<file path="src/rtl/gpr_writeback_arbiter_pkg.sv">
// Shared constants and types for the GPR write-back arbiter: data width,
// register addressing and the source index encoding used by the round-robin.
package gpr_writeback_arbiter_pkg;

   localparam int GPU_DDATA_WIDTH = 32;
   localparam int REG_AW          = 5;
   localparam int NREG            = 32;
   localparam int NSRC            = 3;

   typedef enum logic [1:0] {
      SRC_ALU = 2'd0,
      SRC_LSU = 2'd1,
      SRC_MDU = 2'd2
   } src_e;

   // Successor in the rotating priority order ALU -> LSU -> MDU -> ALU.
   function automatic src_e next_src(input src_e s);
      case (s)
         SRC_ALU: next_src = SRC_LSU;
         SRC_LSU: next_src = SRC_MDU;
         default: next_src = SRC_ALU;
      endcase
   endfunction

endpackage

</file>
<file path="src/rtl/gpr_wb_rr_arb3.sv">
// Three-requester round-robin arbiter: one-hot grant from the requests and a
// rotating priority pointer that moves past the most recent winner.
module gpr_wb_rr_arb3
   import gpr_writeback_arbiter_pkg::*;
(
   input  logic        clk,
   input  logic        rst_n,
   input  logic [2:0]  i_req,
   output logic [2:0]  o_gnt,
   output logic        o_any,
   output src_e        o_src
);

   src_e r_ptr;
   logic w_any;
   src_e w_src;

   // NOTE: every variable written here gets a default first, otherwise the
   // paths that do not assign it would infer a latch.
   always_comb begin
      src_e cand;
      w_any = 1'b0;
      w_src = r_ptr;
      cand  = r_ptr;
      for (int i = 0; i < NSRC; i++) begin
         if (!w_any && i_req[cand]) begin
            w_any = 1'b1;
            w_src = cand;
         end
         cand = next_src(cand);
      end
   end

   // NOTE: state registers use non-blocking assignments so every flop samples
   // pre-edge values regardless of process evaluation order.
   always_ff @(posedge clk or negedge rst_n) begin
      if (!rst_n) begin
         r_ptr <= SRC_ALU;
      end else if (w_any) begin
         r_ptr <= next_src(w_src);
      end
   end

   assign o_gnt = w_any ? (3'b001 << w_src) : 3'b000;
   assign o_any = w_any;
   assign o_src = w_src;

endmodule

</file>
<file path="src/rtl/gpr_writeback_arbiter.sv">
// Single write-port producer for the integer GPR file: arbitrates ALU/LSU/MDU
// results, registers the write and tracks pending destinations.
module gpr_writeback_arbiter
   import gpr_writeback_arbiter_pkg::*;
#(
   parameter int DW = GPU_DDATA_WIDTH
)
(
   input  logic              clk,
   input  logic              rst_n,
   input  logic              alu_valid,
   output logic              alu_ready,
   input  logic [REG_AW-1:0] alu_rd,
   input  logic [DW-1:0]     alu_data,
   input  logic              lsu_valid,
   output logic              lsu_ready,
   input  logic [REG_AW-1:0] lsu_rd,
   input  logic [DW-1:0]     lsu_data,
   input  logic              mdu_valid,
   output logic              mdu_ready,
   input  logic [REG_AW-1:0] mdu_rd,
   input  logic [DW-1:0]     mdu_data,
   input  logic              sb_set_valid,
   input  logic [REG_AW-1:0] sb_set_addr,
   output logic [NREG-1:0]   sb_busy,
   output logic              rd0_wen,
   output logic [REG_AW-1:0] rd0_addr,
   output logic [DW-1:0]     rd0_data
);

   logic [2:0]        w_req;
   logic [2:0]        w_gnt;
   logic              w_any;
   src_e              w_src;
   logic [REG_AW-1:0] w_rd;
   logic [DW-1:0]     w_data;
   logic              w_commit;
   logic [NREG-1:0]   w_busy_nxt;

   logic              r_wen;
   logic [REG_AW-1:0] r_addr;
   logic [DW-1:0]     r_data;
   logic [NREG-1:0]   r_busy;

   // Requests are masked in reset so no ready can escape while rst_n is low.
   assign w_req = {mdu_valid, lsu_valid, alu_valid} & {3{rst_n}};

   gpr_wb_rr_arb3 u_arb (
      .clk   (clk),
      .rst_n (rst_n),
      .i_req (w_req),
      .o_gnt (w_gnt),
      .o_any (w_any),
      .o_src (w_src)
   );

   assign alu_ready = w_gnt[SRC_ALU];
   assign lsu_ready = w_gnt[SRC_LSU];
   assign mdu_ready = w_gnt[SRC_MDU];

   always_comb begin
      w_rd   = alu_rd;
      w_data = alu_data;
      case (w_src)
         SRC_LSU: begin
            w_rd   = lsu_rd;
            w_data = lsu_data;
         end
         SRC_MDU: begin
            w_rd   = mdu_rd;
            w_data = mdu_data;
         end
         default: ;
      endcase
   end

   // A grant to x0 is consumed but never reaches the register file.
   assign w_commit = w_any && (w_rd != '0);

   // Set is applied after clear so a new producer wins over a retiring one.
   always_comb begin
      w_busy_nxt = r_busy;
      if (w_commit) begin
         w_busy_nxt[w_rd] = 1'b0;
      end
      if (sb_set_valid && (sb_set_addr != '0)) begin
         w_busy_nxt[sb_set_addr] = 1'b1;
      end
      w_busy_nxt[0] = 1'b0;
   end

   always_ff @(posedge clk or negedge rst_n) begin
      if (!rst_n) begin
         r_wen  <= 1'b0;
         r_addr <= '0;
         r_data <= '0;
      end else begin
         r_wen <= w_commit;
         if (w_commit) begin
            r_addr <= w_rd;
            r_data <= w_data;
         end
      end
   end

   // NOTE: the scoreboard must be reset; stale busy bits after reset would
   // stall issue forever on destinations nobody is going to write.
   always_ff @(posedge clk or negedge rst_n) begin
      if (!rst_n) begin
         r_busy <= '0;
      end else begin
         r_busy <= w_busy_nxt;
      end
   end

   assign rd0_wen  = r_wen;
   assign rd0_addr = r_addr;
   assign rd0_data = r_data;
   assign sb_busy  = r_busy;

endmodule

</file>
<file path="config.mk">
export PLATFORM = sky130hd
export DESIGN_NAME = gpr_writeback_arbiter
export DESIGN_NICKNAME = d
export VERILOG_FILES = /design/src/rtl/gpr_writeback_arbiter_pkg.sv /design/src/rtl/gpr_wb_rr_arb3.sv /design/src/rtl/gpr_writeback_arbiter.sv
export SDC_FILE = /design/constraint.sdc
export NUM_CORES = 1
export LEC_CHECK = 0
export ABC_CLOCK_PERIOD_IN_PS = 4300
export BUFFER_PORTS_ARGS = -buffer_cell sky130_fd_sc_hd__buf_2
export CORE_MARGIN = 1.5
export CORE_UTILIZATION = 45
export DETAILED_ROUTE_END_ITERATION = 8
export PLACE_DENSITY_LB_ADDON = 0.1
export SLEW_MARGIN = 20
export SYNTH_ARGS = -nofsm -noshare
export SYNTH_HDL_FRONTEND = slang
export SYNTH_SLANG_ARGS = --single-unit
</file>
<file path="constraint.sdc">
create_clock -name clk -period 4.3 [get_ports clk]
set_input_delay 0.86 -clock clk [delete_from_list [all_inputs] [get_ports clk]]
set_output_delay 0.86 -clock clk [all_outputs]
set_load 0.01 [all_outputs]
</file>
# Word level (Yosys, flattened, before mapping)
# Index checks and enable logic that the tools add are counted.
[op_classes] add_sub_neg=0 mul=0 div_mod_pow=0 order_cmp=7 eq_ne=4 n_shift=1 muxes=23 n_bitwise=4 n_reduce_logical=13
[ops] operator="32-bit 2-to-1 mux" count=2
[ops] operator="32-bit one-hot mux with 2 select lines" count=1
[ops] operator="32-bit bitwise AND" count=1
[ops] operator="32-bit inverter" count=1
[ops] operator="32-bit bitwise OR" count=1
[ops] operator="5-bit by 6-bit less-than comparator with 1-bit output, second input constant" count=2
[ops] operator="2-bit one-hot mux with 2 select lines" count=3
[ops] operator="1-bit demux with 5-bit select" count=2
[ops] operator="5-bit by 1-bit >= comparator with 1-bit output, second input constant" count=2
[ops] operator="5-bit one-hot mux with 2 select lines" count=1
[ops] operator="5-bit nonzero test" count=2
[ops] operator="2-bit by 3-bit less-than comparator with 1-bit output, second input constant" count=3
[ops] operator="1-bit 2-to-1 mux" count=8
[ops] operator="1-bit binary-select mux with 2-bit select" count=3
[ops] operator="2-bit by 1-bit == test with 1-bit output, second input constant" count=3
[ops] operator="1-bit logical AND" count=6
[ops] operator="2-bit zero test" count=3
[ops] operator="2-bit 2-to-1 mux" count=2
[ops] operator="3-bit bitwise AND" count=1
[ops] operator="3-bit 2-to-1 mux" count=1
[ops] operator="1-bit by 2-bit left shift with 3-bit output, first input constant" count=1
[ops] operator="2-bit == test, second input constant" count=1
[ops] operator="1-bit zero test" count=2
[word_totals] regBits=71 latchBits=0 ramBits=0 romBits=0 in_bits=122 out_inout_bits=73 elab_cells=57 n_memories=0

# Logic depth before layout (Yosys ltp)
[depth] ltp_word=21 depth_mapped=14 mapped_depth_nobuf=11

# By module
# From an unflattened synthesis, not the netlist that was laid out.
[hier_totals] hier_cells=379 area_unflattened_um2=3897.5
[modules_own_cells] mod="gpr_writeback_arbiter" n_inst=1 cells_per_inst=352 area_each_um2=3686.0 seq_area_each_um2=1726.7
[modules_own_cells] mod="gpr_wb_rr_arb3" n_inst=1 cells_per_inst=27 area_each_um2=211.5 seq_area_each_um2=50.0

# Worst setup path after synthesis
# Ideal clock, no wire load.
[synth_path] path_kind="in2reg" start="input port lsu_valid" end="register r_data[0], in the netlist rd0_data[0]" setup_ns=0.125 arrival_time_ns=3.294 required_time_ns=4.175 path_slack_ns=0.881 cell_stages=13 n_path_buf=3 cell_sequence="a21oi_1 o211ai_1 a22oi_1 inv_1 ha_1 buf_6 a22oi_2 a21oi_1 or3_4 o31a_1 buf_6 buf_6 mux2_4"
[synth_between] elab_chain_len=14 word_cells_on_any_way=22 cone_classes="eq/ne: 2; mux: 13; bitwise: 1; reduce/logical: 6"
[synth_rtl] element="from (decl)" line="gpr_writeback_arbiter.sv:15" rtl="input logic lsu_valid,"
[synth_rtl] element="3-bit bitwise AND (*)" line="gpr_writeback_arbiter.sv:46" rtl="assign w_req = {mdu_valid, lsu_valid, alu_valid} & {3{rst_n}};"
[synth_rtl] element="1-bit binary-select mux with 2-bit select" line="gpr_wb_rr_arb3.sv:26" rtl="if (!w_any && i_req[cand]) begin"
[synth_rtl] element="1-bit 2-to-1 mux (not written as such)" line="gpr_wb_rr_arb3.sv:26"
[synth_rtl] element="1-bit 2-to-1 mux" line="gpr_wb_rr_arb3.sv:26"
[synth_rtl] element="1-bit zero test" line="gpr_wb_rr_arb3.sv:26"
[synth_rtl] element="1-bit logical AND" line="gpr_wb_rr_arb3.sv:26"
[synth_rtl] element="1-bit 2-to-1 mux" line="gpr_wb_rr_arb3.sv:26"
[synth_rtl] element="1-bit zero test" line="gpr_wb_rr_arb3.sv:26"
[synth_rtl] element="1-bit logical AND" line="gpr_wb_rr_arb3.sv:26"
[synth_rtl] element="2-bit 2-to-1 mux" line="gpr_wb_rr_arb3.sv:26"
[synth_rtl] element="2-bit == test / 2-bit by 1-bit == test with 1-bit output (equally long branches)" line="gpr_writeback_arbiter.sv:64" rtl="case (w_src)"
[synth_rtl] element="5-bit one-hot mux with 2 select lines" line="gpr_writeback_arbiter.sv:64"
[synth_rtl] element="5-bit nonzero test" line="gpr_writeback_arbiter.sv:78" rtl="assign w_commit = w_any && (w_rd != '0);"
[synth_rtl] element="1-bit logical AND" line="gpr_writeback_arbiter.sv:78"
[synth_rtl] element="to (signal assigned)" line="gpr_writeback_arbiter.sv:101" rtl="r_data <= w_data;"
[synth_rtl] element="to (decl)" line="gpr_writeback_arbiter.sv:42" rtl="logic [DW-1:0] r_data;"
# Every way passes the cells marked *; elsewhere a longest branch is shown, timed or not. The select of a mux whose other input is x is not followed.
# A chain may end at the register's enable or synchronous reset.

# Worst setup path in the final report
[layout_path] start="input port rst_n" end="register r_data[0], in the netlist rd0_data[0]"
[layout_between] elab_chain_len=14 word_cells_on_any_way=22 cone_classes="eq/ne: 2; mux: 13; bitwise: 1; reduce/logical: 6"
[layout_rtl] element="from (decl)" line="gpr_writeback_arbiter.sv:10" rtl="input logic rst_n,"
[layout_rtl] element="3-bit bitwise AND (*)" line="gpr_writeback_arbiter.sv:46"
[layout_rtl] element="1-bit binary-select mux with 2-bit select" line="gpr_wb_rr_arb3.sv:26"
[layout_rtl] element="1-bit 2-to-1 mux (not written as such)" line="gpr_wb_rr_arb3.sv:26"
[layout_rtl] element="1-bit 2-to-1 mux" line="gpr_wb_rr_arb3.sv:26"
[layout_rtl] element="1-bit zero test" line="gpr_wb_rr_arb3.sv:26"
[layout_rtl] element="1-bit logical AND" line="gpr_wb_rr_arb3.sv:26"
[layout_rtl] element="1-bit 2-to-1 mux" line="gpr_wb_rr_arb3.sv:26"
[layout_rtl] element="1-bit zero test" line="gpr_wb_rr_arb3.sv:26"
[layout_rtl] element="1-bit logical AND" line="gpr_wb_rr_arb3.sv:26"
[layout_rtl] element="2-bit 2-to-1 mux" line="gpr_wb_rr_arb3.sv:26"
[layout_rtl] element="2-bit == test / 2-bit by 1-bit == test with 1-bit output (equally long branches)" line="gpr_writeback_arbiter.sv:64"
[layout_rtl] element="5-bit one-hot mux with 2 select lines" line="gpr_writeback_arbiter.sv:64"
[layout_rtl] element="5-bit nonzero test" line="gpr_writeback_arbiter.sv:78"
[layout_rtl] element="1-bit logical AND" line="gpr_writeback_arbiter.sv:78"
# Marks and branches as above.

==> results.py <==
metrics = {
    "power": {
        "power_switching_w": 0.001690,
        "clockPowerShare": 0.152,
        "p_per_area_nw_per_um2": 815.6,
        "leakage_nw": 2.506,
        "p_int_w": 0.002418,
        "seqPwrFrac": 0.290,
        "switching_share": 0.4114,
        "p_comb_frac": 0.558,
        "peakVddDrop_v": 0.0003511,
    },
    "detailed_routing": {
        "dr.first_iter.drc_count": 130,
        "wire_per_inst_um": 16.04,
        "dr.pass1.iters": 4,
        "drc": 0,
        "ant_nets": 0,
        "via_count": 3615,
        "wirelength_um": 10760,
        "routed_via_density": 5.387,
    },
    "clocking": {
        "cts_max_path_buffers": 2,
        "cts_buffers": 9,
        "cts_tree": "yes",
        "cts-root-buf": "clkbuf_8",
        "post_cts_buffers": 0,
        "cts_resized": 0,
        "cts_hold_buf": 0,
        "clock-sinks": 71,
        "insertion_delay_ns": 0.34,
        "htree_levels": 3,
        "clk_pin_slew_ns": 0.07,
    },
    "hold_path": {
        "hp-class": "input port to async pin",
    },
    "sta": {
        "relSlewSlack": 0.3629,
        "post-route-min-period_ns": 3.637,
        "worstMarginPinSlew_ns": 0.9475,
        "grt_setup_unrepaired": "no",
        "finalSetupViolations": 0,
        "slew_viol_final": 0,
        "finalHoldViolCount": 0,
        "period_share": 0.8458,
        "fin_setup_tns_ns": 0,
        "fmax_mhz": 275.0,
        "finalClockSkew_ns": 0.008295,
    },
    "critical_path": {
        "crit_required_ns": 4.52,
        "critPathCaptureType": "flip-flop",
        "start_kind": "input port",
        "crit_type": "input port to flip-flop",
        "cp.arrival_ns": 3.85,
        "worstPathMaxFanout": 36,
    },
    "final_layout": {
        "final_nets": 688,
        "multi_input_area_um2": 1852,
        "utilization": 0.6162,
        "n_antenna_cell": 0,
        "layout.area.seq_um2": 1777,
        "n_fill_cell": 757,
        "area_delta_synth_final_pct": 33.44,
        "drive_gt1_frac": 0.4505,
    },
    "placement": {
        "dp_hpwl_um": 8050,
        "numPortBuffers": 193,
        "gp_congestion": 0.7949,
    },
    "grt": {
        "grt_pass1_vias": 3149,
        "gr-total-overflow": 0,
        "grt_usage": 0.2296,
        "grt_max_degree": 65,
        "antenna_found_initial": 0,
        "grt_pass1_wl_um": 15550,
    },
    "synth": {
        "yosysWarnings": 0,
        "ys_types": 32,
        "synthCells": 373,
        "synth-seq-cells": 71,
        "syn_area_um2": 3775,
        "avgSynthCellArea_um2": 10.12,
        "yosysSeqAreaShare": 0.4707,
        "synth.net_count": 499,
    },
    "die": {
        "row_count": 33,
        "coreArea_um2": 8175,
        "fp.dieH_um": 94.59,
        "fp.dieW_um": 94.59,
        "die_area_um2": 8947,
        "io_pins": 195,
        "initial_utilization": 0.4617,
    },
    "run": {
        "drv_cap": 0,
    },
    "run_status": {
        "status": "complete, no violations",
    },
}
[cell usage after synthesis (all sizes together)]
library cell	count	area, um2
a21boi	1	7.510
a21o	5	37.54
a21oi	38	193.9
a22oi	38	304.0
a32oi	1	8.760
and2	4	25.02
buf	8	82.57
clkbuf	14	52.55
conb	1	3.750
dfrtp	71	1777
ha	4	50.05
inv	6	22.52
mux2	33	473.0
nand2	13	48.80
nand2b	1	6.260
nand3	10	50.05
nand3b	6	45.04
nor2	39	146.4
o211ai	1	7.510
o21ai	66	330.3
o221ai	2	17.52
o22ai	1	6.260
o31a	2	17.52
o31ai	1	7.510
or3	5	36.28
or3b	2	17.52
[routing by layer]
| metal | up-vias | track usage | routed length [um] |
|---|---|---|---|
| met5 | - | 0 | 0 |
| met1 | 1722 | 0.2830 | 4463 |
| met2 | 138 | 0.4047 | 5459 |
| li1 | 1745 | - | - |
| met3 | 10 | 0.04589 | 727 |
| met4 | 0 | 0.06965 | 114 |
[final timing paths]
| path | from | end | slack [ns] | cells past startpoint |
|---|---|---|---|---|
| setup / recovery | rst_n | rd0_data[0] | 0.66 | 11 |
| hold / removal | rst_n | sb_busy[28] | 0.40 | 1 |
| setup reg to reg | u_arb.r_ptr[0] | rd0_data[0] | 0.95 | 10 |
| hold reg to reg | rd0_data[21] | rd0_data[21] | 0.51 | 1 |
| max in group asynchronous | rst_n | rd0_data[29] | 2.91 | 2 |
| min in group clk | rd0_data[21] | rd0_data[21] | 0.51 | 1 |
[registers in the layout, indices dropped and copies added (netlist names)]
signal and flops:
rd0_data 32, sb_busy 31, rd0_addr 5, u_arb.r_ptr 2, rd0_wen 1
[power groups by stage]
stage / clock network [W] / logic (W) / registers (W)
after global routing: 0.000669 / 0.00252 / 0.00123
after CTS: 0.000643 / 0.00230 / 0.00119
after floorplan: 0 / 0.00142 / 0.00134
final: 0.000626 / 0.00229 / 0.00119
after detailed placement: 0 / 0.00228 / 0.00119
after global placement: 0 / 0.00225 / 0.00120
[final cells by class]
cell class,count,area share
clock inverter,5,0.02111
clock buffer,10,0.02534
sequential,71,0.3527
multi-input combinational,274,0.3676
inverter,6,0.004471
timing repair buffer,200,0.2027
tap,105,0.02608
[critical path, cell delays in order]
cell	delay [ns]
buf_4	0.20
a21oi_1	0.16
o211ai_1	0.10
a22oi_1	0.32
inv_1	0.11
ha_1	0.32
a22oi_1	0.19
a21oi_1	0.12
or3_4	0.45
o31a_4	0.59
mux2_4	0.38
[stage by stage]
stage / power, W / hold slack (ns) / cells / cell area (um2) / worst slack (ns)
after floorplan: 0.002754 / 0.5302 / 373 / 3775 / 0.8807
after global placement: 0.003451 / 0.4872 / 656 / 4796 / 0.2435
after detailed placement: 0.003478 / 0.4877 / 656 / 4796 / 0.1526
after CTS: 0.004128 / 0.3943 / 671 / 5030 / 0.5035
after global routing: 0.004423 / 0.3921 / 671 / 5037 / 0.5437
final: 0.004109 / 0.3984 / 671 / 5037 / 0.6632
[cells by family (layout without fill, tap and decap cells)]
logic type                 count (synthesis)  in the layout  share of synthesized area
and+or+nand+nor                           80             80                    0.09944
other                                      1              1                  0.0009934
buffers and inverters                     28            221                    0.04176
AOI/OAI and AO/OA                        156            156                     0.2486
DFF                                       71             71                     0.4707
muxes                                     33             33                     0.1253
adders and majority gates                  4              4                    0.01326
[placed cells by master (no fill, tap or decap), drive strengths merged]
| master | n |
|---|---|
| buf | 200 |
| dfrtp | 71 |
| o21ai | 66 |
| nor2 | 39 |
| a21oi | 38 |
| a22oi | 38 |
| mux2 | 33 |
| nand2 | 13 |
| nand3 | 10 |
| clkbuf | 10 |
| inv | 7 |
| nand3b | 6 |
| a21o | 5 |
| or3 | 5 |
| and2 | 4 |
| ha | 4 |
| bufinv | 3 |
| or3b | 2 |
| o221ai | 2 |
| o31a | 2 |
| o211ai | 1 |
| a32oi | 1 |
| nand2b | 1 |
| a21boi | 1 |
| o31ai | 1 |
| o22ai | 1 |
| conb | 1 |
| clkinvlp | 1 |
Power figures use the tool's default switching activity.
